File: src/rtl/cpu_ctrl_pkg.sv
// Shared types and encodings for the multi-cycle CPU control path.
// Used by multicycle_controller, ctrl_opdecode and the interface.
package cpu_ctrl_pkg;

    typedef enum logic [2:0] {
        ST_IDLE,
        ST_FETCH,
        ST_DECODE,
        ST_EXEC,
        ST_MEM,
        ST_WB,
        ST_HALT
    } state_e;

    typedef enum logic [2:0] {
        CLS_RTYPE,
        CLS_ADDI,
        CLS_LOAD,
        CLS_STORE,
        CLS_BRANCH,
        CLS_JUMP,
        CLS_HALT,
        CLS_ILLEGAL
    } iclass_e;

    localparam logic [3:0] OP_RTYPE = 4'h0;
    localparam logic [3:0] OP_ADDI  = 4'h1;
    localparam logic [3:0] OP_LW    = 4'h2;
    localparam logic [3:0] OP_SW    = 4'h3;
    localparam logic [3:0] OP_BEQ   = 4'h4;
    localparam logic [3:0] OP_BNE   = 4'h5;
    localparam logic [3:0] OP_J     = 4'h6;
    localparam logic [3:0] OP_HALT  = 4'hF;

    localparam logic [2:0] ALU_ADD   = 3'b000;
    localparam logic [2:0] ALU_SUB   = 3'b001;
    localparam logic [2:0] ALU_FUNCT = 3'b010;

    localparam logic [1:0] PC_INC = 2'b00;
    localparam logic [1:0] PC_BR  = 2'b01;
    localparam logic [1:0] PC_JMP = 2'b10;

endpackage

File: src/rtl/multicycle_controller_if.sv
// Data-memory request/ready handshake between the controller and data memory.
// The controller holds mem_read/mem_write stable until it samples mem_ready=1 on a rising clk.
interface multicycle_controller_if;
    logic mem_read;
    logic mem_write;
    logic mem_ready;

    modport master (output mem_read, output mem_write, input mem_ready);
    modport slave  (input mem_read, input mem_write, output mem_ready);
endinterface

File: src/rtl/ctrl_opdecode.sv
// Combinational opcode-to-instruction-class map for the control FSM.
module ctrl_opdecode
    import cpu_ctrl_pkg::*;
(
    input  logic [3:0] op_i,
    output iclass_e    cls_o
);

    always_comb begin
        cls_o = CLS_ILLEGAL;
        case (op_i)
            OP_RTYPE: cls_o = CLS_RTYPE;
            OP_ADDI:  cls_o = CLS_ADDI;
            OP_LW:    cls_o = CLS_LOAD;
            OP_SW:    cls_o = CLS_STORE;
            OP_BEQ:   cls_o = CLS_BRANCH;
            OP_BNE:   cls_o = CLS_BRANCH;
            OP_J:     cls_o = CLS_JUMP;
            OP_HALT:  cls_o = CLS_HALT;
            default:  cls_o = CLS_ILLEGAL;
        endcase
    end

endmodule

File: src/rtl/multicycle_controller.sv
// Multi-cycle fetch/decode/execute/memory/writeback sequencer for the 16-bit CPU.
// Define MULTICYCLE_PERF_CNT_EN to build the 32-bit retired-instruction counter.
module multicycle_controller
    import cpu_ctrl_pkg::*;
(
    input  logic                           clk,
    input  logic                           rst,
    input  logic                           run,
    input  logic [3:0]                     opcode,
    input  logic                           zero,
    multicycle_controller_if.master        dmem,
    output logic                           ir_write,
    output logic                           pc_write,
    output logic [1:0]                     pc_src,
    output logic                           alu_src,
    output logic [2:0]                     alu_op,
    output logic                           reg_dst,
    output logic                           mem_to_reg,
    output logic                           reg_write,
    output logic                           halted,
    output logic                           illegal,
    output logic [31:0]                    retired,
    output state_e                         dbg_state
);

    state_e     state_q, state_d;
    logic [3:0] op_q, op_d;
    logic       illegal_q, illegal_d;
    logic       done;
    logic [3:0] dec_op;
    iclass_e    cls;

    // In DECODE the IR is fresh but op_q is not yet loaded, so classify the live opcode.
    assign dec_op = (state_q == ST_DECODE) ? opcode : op_q;

    ctrl_opdecode u_opdecode (
        .op_i  (dec_op),
        .cls_o (cls)
    );

    always_ff @(posedge clk or posedge rst) begin
        if (rst) begin
            state_q   <= ST_IDLE;
            op_q      <= 4'h0;
            illegal_q <= 1'b0;
        end else begin
            state_q   <= state_d;
            op_q      <= op_d;
            illegal_q <= illegal_d;
        end
    end

    always_comb begin
        state_d        = state_q;
        op_d           = op_q;
        illegal_d      = illegal_q;
        done           = 1'b0;
        ir_write       = 1'b0;
        pc_write       = 1'b0;
        pc_src         = PC_INC;
        alu_src        = 1'b0;
        alu_op         = ALU_ADD;
        reg_dst        = 1'b0;
        mem_to_reg     = 1'b0;
        reg_write      = 1'b0;
        halted         = 1'b0;
        dmem.mem_read  = 1'b0;
        dmem.mem_write = 1'b0;

        case (state_q)
            ST_IDLE: begin
                if (run) state_d = ST_FETCH;
            end
            ST_FETCH: begin
                ir_write = 1'b1;
                pc_write = 1'b1;
                pc_src   = PC_INC;
                state_d  = ST_DECODE;
            end
            ST_DECODE: begin
                op_d = opcode;
                case (cls)
                    CLS_JUMP: begin
                        pc_write = 1'b1;
                        pc_src   = PC_JMP;
                        done     = 1'b1;
                    end
                    CLS_HALT:    state_d = ST_HALT;
                    CLS_ILLEGAL: begin
                        state_d   = ST_HALT;
                        illegal_d = 1'b1;
                    end
                    default:     state_d = ST_EXEC;
                endcase
            end
            ST_EXEC: begin
                case (cls)
                    CLS_RTYPE: begin
                        alu_op  = ALU_FUNCT;
                        state_d = ST_WB;
                    end
                    CLS_ADDI: begin
                        alu_src = 1'b1;
                        state_d = ST_WB;
                    end
                    CLS_LOAD, CLS_STORE: begin
                        alu_src = 1'b1;
                        state_d = ST_MEM;
                    end
                    CLS_BRANCH: begin
                        alu_op   = ALU_SUB;
                        pc_src   = PC_BR;
                        pc_write = (op_q == OP_BNE) ? !zero : zero;
                        done     = 1'b1;
                    end
                    default: state_d = ST_IDLE;
                endcase
            end
            ST_MEM: begin
                // Address stays valid for the whole access, however long memory stalls.
                alu_src        = 1'b1;
                dmem.mem_read  = (cls == CLS_LOAD);
                dmem.mem_write = (cls == CLS_STORE);
                if (dmem.mem_ready) begin
                    if (cls == CLS_LOAD) state_d = ST_WB;
                    else                 done    = 1'b1;
                end
            end
            ST_WB: begin
                reg_write  = 1'b1;
                reg_dst    = (cls == CLS_RTYPE);
                mem_to_reg = (cls == CLS_LOAD);
                done       = 1'b1;
            end
            ST_HALT: begin
                halted = 1'b1;
            end
            default: state_d = ST_IDLE;
        endcase

        if (done) state_d = run ? ST_FETCH : ST_IDLE;
    end

    assign illegal   = illegal_q;
    assign dbg_state = state_q;

`ifdef MULTICYCLE_PERF_CNT_EN
    logic [31:0] retired_q, retired_d;

    assign retired_d = done ? retired_q + 32'd1 : retired_q;

    always_ff @(posedge clk or posedge rst) begin
        if (rst) retired_q <= 32'd0;
        else     retired_q <= retired_d;
    end

    assign retired = retired_q;
`else
    assign retired = 32'd0;
`endif

endmodule

File: src/flat_wrapper.sv
// flat-port wrapper written by rule: the top's interface ports become plain ports
module multicycle_controller_flat import cpu_ctrl_pkg::*;
  (clk, rst, run, opcode, zero, ir_write, pc_write, pc_src, alu_src, alu_op, reg_dst, mem_to_reg, reg_write, halted, illegal, retired, dbg_state, dmem_mem_read, dmem_mem_write, dmem_mem_ready);
  multicycle_controller_if dmem_i ();
  input  logic clk;
  input  logic rst;
  input  logic run;
  input  logic [3:0] opcode;
  input  logic zero;
  output logic ir_write;
  output logic pc_write;
  output logic [1:0] pc_src;
  output logic alu_src;
  output logic [2:0] alu_op;
  output logic reg_dst;
  output logic mem_to_reg;
  output logic reg_write;
  output logic halted;
  output logic illegal;
  output logic [31:0] retired;
  output state_e dbg_state;
  output wire logic [$bits(dmem_i.mem_read)-1:0] dmem_mem_read;
  output wire logic [$bits(dmem_i.mem_write)-1:0] dmem_mem_write;
  input wire logic [$bits(dmem_i.mem_ready)-1:0] dmem_mem_ready;
  assign dmem_mem_read = dmem_i.mem_read;
  assign dmem_mem_write = dmem_i.mem_write;
  assign dmem_i.mem_ready = dmem_mem_ready;
  multicycle_controller u_core (.clk(clk), .rst(rst), .run(run), .opcode(opcode), .zero(zero), .dmem(dmem_i), .ir_write(ir_write), .pc_write(pc_write), .pc_src(pc_src), .alu_src(alu_src), .alu_op(alu_op), .reg_dst(reg_dst), .mem_to_reg(mem_to_reg), .reg_write(reg_write), .halted(halted), .illegal(illegal), .retired(retired), .dbg_state(dbg_state));
endmodule
File: config.mk
export PLATFORM = sky130hd
export DESIGN_NAME = multicycle_controller_flat
export DESIGN_NICKNAME = d
export VERILOG_FILES = /design/src/rtl/cpu_ctrl_pkg.sv /design/src/rtl/multicycle_controller_if.sv /design/src/rtl/ctrl_opdecode.sv /design/src/rtl/multicycle_controller.sv /design/src/flat_wrapper.sv
export SDC_FILE = /design/constraint.sdc
export NUM_CORES = 1
export LEC_CHECK = 0
export CAP_MARGIN = 40
export CORE_UTILIZATION = 37
export CTS_BUF_LIST = sky130_fd_sc_hd__clkbuf_2 sky130_fd_sc_hd__clkbuf_4 sky130_fd_sc_hd__clkbuf_8
export DETAILED_ROUTE_END_ITERATION = 8
export GPL_TIMING_DRIVEN = 0
export PLACE_DENSITY_LB_ADDON = 0.08
export SYNTH_ARGS = -nofsm -noshare
export SYNTH_HDL_FRONTEND = slang
export SYNTH_SLANG_ARGS = --single-unit
File: constraint.sdc
create_clock -name clk -period 2.2 [get_ports clk]
set_clock_uncertainty 0.15 [all_clocks]
set_input_delay 0.44 -clock clk [delete_from_list [all_inputs] [get_ports clk]]
set_output_delay 0.44 -clock clk [all_outputs]
set_load 0.03 [all_outputs]
# Yosys cells after proc, flatten, opt, wreduce, memory -nomap -nowiden
# Memories as Yosys holds them, arrays and structs flattened.
# Index checks and enable logic that the tools add are counted.
word_totals:
  romBits: 48
  input_bits: 9
  memories: 1
  regBits: 8
  elab_cells: 65
op_classes:
  eq_ne: 20
  reduce_logical: 10
  mux: 31
memory_table:
  columns: ["memory", "words", "word_bits", "read_ports", "rd_clocked_by_memory_dff", "write_ports", "line_no", "rtl"]
  rows:
  - ["(name not given)", 16, 3, 1, 0, 0, "ctrl_opdecode.sv:11", "case (op_i)"]
op_table:
  columns: ["op", "n"]
  rows:
  - ["$eq A3 B3 Y1 const B", 7]
  - ["$pmux W3 S6", 1]
  - ["$mux W1", 16]
  - ["$mux W3", 5]
  - ["$eq A3 B2 Y1 const B", 4]
  - ["$ne A3 B2 Y1 const B", 4]
  - ["$pmux W3 S3", 1]
  - ["$pmux W2 S2", 2]
  - ["$reduce_or A2 Y1", 4]
  - ["$eq A3 B1 Y1 const B", 2]
  - ["$logic_not A3 Y1", 2]
  - ["$pmux W3 S2", 1]
  - ["$reduce_and A6 Y1", 1]
  - ["$eq A4 B3 Y1 const B", 1]
  - ["$mux W4", 1]
  - ["$pmux W1 S4", 1]
  - ["$ne A3 B1 Y1 const B", 1]
  - ["$pmux W1 S3", 1]
  - ["$reduce_or A3 Y1", 1]
  - ["$mux W2", 1]
  - ["$ne A2 B1 Y1 const B", 1]
  - ["$pmux W1 S2", 1]
  - ["$reduce_and A2 Y1", 1]
  - ["$logic_not A1 Y1", 1]

# Depth between registers and ports, before layout
# An unclocked memory read counts as a cell.
logic_depth:
  depth_word: 9
  mapped_depth: 5

# Modules after synthesis
# Synthesis repeated with hierarchy kept, for this count alone.
hier_totals:
  hier_cells: 108
  hier_area_um2: 939.7
modules_own_cells:
  columns: ["module", "instances", "seq_area_each_um2", "area_per_inst_um2", "cells_per_inst"]
  rows:
  - ["multicycle_controller", 1, 200.2, 893.4, 101]
  - ["ctrl_opdecode", 1, 0.0, 46.3, 7]

# Worst setup path after synthesis
# No wires, ideal clock.
synth_timing:
  path_type: "flip-flop to output port"
  from: "register u_core.state_q[2] (netlist: u_core.dbg_state[2])"
  to: "output pc_write"
  arrival_ns: 2.000
  n_path_buf: 1
  stages_incl_launch_ff: 6
  required_time_ns: 1.610
  path_slack_ns: -0.390
  path_cell_list: "dfrtp_1 -> buf_6 -> nor3b_4 -> nand2_1 -> o221ai_1 -> nor3b_1"
synth_between:
  elab_chain_len: 6
synth_rtl:
  columns: ["item", "line_no", "rtl"]
  rows:
  - ["start: declaration", "multicycle_controller.sv:26", "state_e state_q, state_d;"]
  - ["start signal: assignment", "multicycle_controller.sv:47", "state_q <= state_d;"]
  - ["$eq A3 B2 Y1", "multicycle_controller.sv:34, multicycle_controller.sv:70", null]
  - ["$mux W4", null, null]
  - ["$mem_v2 Z16 W3", null, null]
  - ["$eq A3 B3 Y1 (on tied branches)", "multicycle_controller.sv:97, multicycle_controller.sv:82", null]
  - ["$mux W1 (on tied branches)", "multicycle_controller.sv:97, multicycle_controller.sv:82", null]
  - ["$pmux W1 S3 *", "multicycle_controller.sv:70", "case (state_q)"]
  - ["end: declaration", "flat_wrapper.sv:11", "output logic pc_write;"]
# Mark *: on every way between the ends. The rest lies on a longest branch, timed or not.

# Worst setup path in the final report
# Ends and elaborated chain as after synthesis.

==> impl_metrics.py <==
metrics = {
    "critical_path": {
        "cpMostUsedCell": "buf_6",
        "cpPeakStageDelay_ns": 0.39,
        "path_depth": 6,
        "cp_cell_sequence": "buf_6, and4bb_1, nand2_2, o221ai_2, nor3b_4, buf_6",
        "critPathRequiredTime_ns": 1.61,
        "worstReg2RegStart": "u_core.op_q[3]",
        "cp_top_family": "simple AND/OR/NAND/NOR gates",
        "crit_fanout": 7,
        "endpoint_kind": "output pin",
        "r2r-end": "u_core.dbg_state[0]",
        "rrSetupSlack_ns": 0.29,
        "worstSetupPathType": "reg -> out",
        "cp_num_buf_inv": 2,
        "critPathArrivalTime_ns": 1.65,
        "start_kind": "register",
        "cp_slowest_cell": "dfrtp_1",
        "reg2reg_depth": 5,
        "cp-endpoint": "pc_write",
        "critPathLaunch": "u_core.dbg_state[2]",
    },
    "cts": {
        "cts.htree.levels": 1,
        "clk_latency_ns": 0.25,
        "cts_made_buffers": 3,
        "cts.clk_slew.worst_paths_ns": 0.05,
        "ctsRootBufferMaster": "clkbuf_4",
        "cts_buffer_depth": 2,
        "tritoncts": "yes",
        "cts_sinks": 8,
    },
    "yosys": {
        "synthDistinctLibCells": 39,
        "syn_inst": 105,
        "synth_seq_cells": 8,
        "yosys.area_share.simple_pct": 21.4,
        "synth_area_leaders": "buf_4 (29%), dfrtp_1 (23%), mux2_1 (5.1%), nor2_1 (3.0%), inv_1 (2.5%)",
        "synthMuxAreaShare_pct": 5.10,
        "synth_top_family_by_area": "buffers and inverters",
        "synth_area_um2": 883,
        "seq_area_frac_synth_pct": 22.7,
        "synth_fa_ha_area_share_pct": 0,
        "yosysTopAreaCell": "buf_4",
        "async_flop_share_pct": 100,
        "synth-xor-area-share_pct": 1.98,
        "yosys_warnings": 0,
        "synth_compound_area_share_pct": 14.7,
        "yosysTopAreaCellShare_pct": 28.9,
        "avgSynthCellArea_um2": 8.41,
        "synth_ff_type": "dfrtp_1",
        "synth_edf_count": 0,
    },
    "power_and_ir_drop": {
        "power_frac_comb_pct": 69.8,
        "p_switching_mw": 0.715,
        "pwr-share-seq_pct": 22.9,
        "power_leakage_nw": 0.734,
        "ir_worst_vdd_mv": 0.679,
        "p_int_mw": 0.740,
        "power_density_nw_per_um2": 1040,
        "pwr-share-clk_pct": 7.4,
        "p_sw_share_pct": 49.1,
    },
    "global_route": {
        "grt_pass1_wl_um": 2880,
        "grt_antenna_before_repair": 0,
        "grt_pass1_vias": 668,
        "grt_max_degree": 11,
        "grt_use_total_pct": 14.5,
        "grt_overflow_total": 0,
    },
    "place": {
        "dp.cells": 190,
        "placed_area_um2": 1320,
        "hpwl_um": 1480,
        "portBuffers": 25,
        "gp_congestion": 0.724,
    },
    "drt": {
        "dr_wl_met2_um": 935,
        "wl_met3_um": 75,
        "drtIter0Drc": 8,
        "dr_total_vias": 814,
        "vias_per_cell": 4.09,
        "wl_met1_um": 801,
        "antenna_left": 0,
        "drcViolationCount": 0,
        "first_pass_iters": 4,
        "drt-total-wl_um": 1810,
        "routed.top_layer": "met3",
        "route.detailed.wl_per_inst_um": 9.11,
    },
    "timing": {
        "setup_viol": 1,
        "timing.final.crit_share_pct": 102,
        "setup_ws_ns": -0.0360,
        "rsz0062_at_grt": "true",
        "maxSlewViolCount": 0,
        "fmax_mhz": 447,
        "finalHoldViolCount": 0,
        "finalCriticalPeriod_ns": 2.24,
    },
    "floorplanning": {
        "die_w_um": 50.9,
        "ioPinCount": 59,
        "die_h_um": 50.9,
        "coreArea_um2": 2230,
        "rows": 17,
        "die_area_um2": 2590,
        "initial_core_util_pct": 39.6,
    },
    "finish": {
        "register_area_um2": 205,
        "drive_above_1_share_pct": 43.9,
        "area_delta_synth_final_pct": 58.5,
        "final_cell_mix": "buf_4 (44), conb_1 (33), clkdlybuf4s50_1 (10)",
        "nFillCells": 212,
        "diodes": 0,
        "layout.nets": 182,
        "multi_input_area_um2": 561,
        "utilization_pct": 62.7,
        "fin_cells": 199,
        "fin_area_um2": 1400,
        "final_common_cell": "buf_4",
    },
    "outcome": {
        "status": "finished, violations left",
        "violations": "setup timing",
    },
    "flow_run": {
        "maxCapViolations": 0,
    },
    "worst_hold_path": {
        "hold_class": "in -> async",
    },
}
area by class of cell:
cell class                 instances  area share, %
buffer                            36           19.6
clock buffer                       3           1.61
inverter                           7           1.88
multi-input combinational         86           40.0
sequential                         8           14.7
tap                               28           2.50
timing repair buffer              31           19.7
cell families after synthesis:
| logic type | Yosys count |
|---|---|
| AO/OA/AOI/OAI | 17 |
| XOR/XNOR | 2 |
| buffers and inverters | 43 |
| flip-flops | 8 |
| multiplexers | 4 |
| other | 1 |
| AND/OR/NAND/NOR | 30 |
layer usage:
| layer | vias to the layer above | track usage (%) |
|---|---|---|
| li1 | 433 | - |
| met1 | 355 | 18.6 |
| met2 | 26 | 24.7 |
| met3 | 0 | 0.893 |
| met4 | 0 | 6.94 |
| met5 | - | 0 |
power by group through the flow:
stage                     Combinational [mW]  Clock, mW  Sequential (mW)
after global placement                 0.923          0            0.326
after detailed placement               0.932          0            0.330
final                                   1.01      0.107            0.332
after CTS                              0.959      0.113            0.334
after global routing                    1.09      0.119            0.348
after floorplan                        0.643          0            0.357
stage by stage:
stage | setup TNS (ns) | setup slack, ns | total power [mW] | hold WS (ns)
2_1_floorplan | -0.0466 | -0.0235 | 1.00 | 0.106
3_3_place_gp | -2.38 | -0.637 | 1.25 | 0.293
3_5_place_dp | -2.64 | -0.637 | 1.26 | 0.299
4_1_cts | -0.137 | -0.137 | 1.41 | 0.282
5_1_grt | -0.131 | -0.129 | 1.56 | 0.331
6_report | -0.0360 | -0.0360 | 1.45 | 0.277
flip-flops by register name, indices dropped and copies added, names as in the netlist:
name	cells
u_core.op_q	4
u_core.illegal	1
u_core.dbg_state	3
how the worst min path moves through the flow:
| stage | slack [ns] | end | depth (start not counted) | startpoint |
|---|---|---|---|---|
| after global routing | 0.33 | u_core.illegal | 2 | rst |
| after floorplan | 0.11 | u_core.dbg_state[0] | 1 | rst |
| final | 0.28 | u_core.illegal | 2 | rst |
| after CTS | 0.28 | u_core.illegal | 2 | rst |
| after detailed placement | 0.30 | u_core.illegal | 1 | u_core.illegal |
| after global placement | 0.29 | u_core.illegal | 1 | u_core.illegal |
cell usage after synthesis, drive strengths merged, types with 2 or more instances:
| master | instances |
|---|---|
| o21ai | 3 |
| a21oi | 2 |
| nand3 | 2 |
| a21o | 2 |
| dfrtp | 8 |
| or4b | 2 |
| nand2 | 5 |
| nor3 | 4 |
| mux2 | 4 |
| inv | 7 |
| buf | 36 |
| nor2 | 7 |
| nor3b | 3 |
| a311o | 2 |
timing repair:
action                                  CTS  global route
resized for setup                        54            19
buffers inserted                          1             5
endpoints found under the setup margin   13             8
hold buffers                              0             0
pin swaps                                 1             5
(Power assumes the default switching activity.)
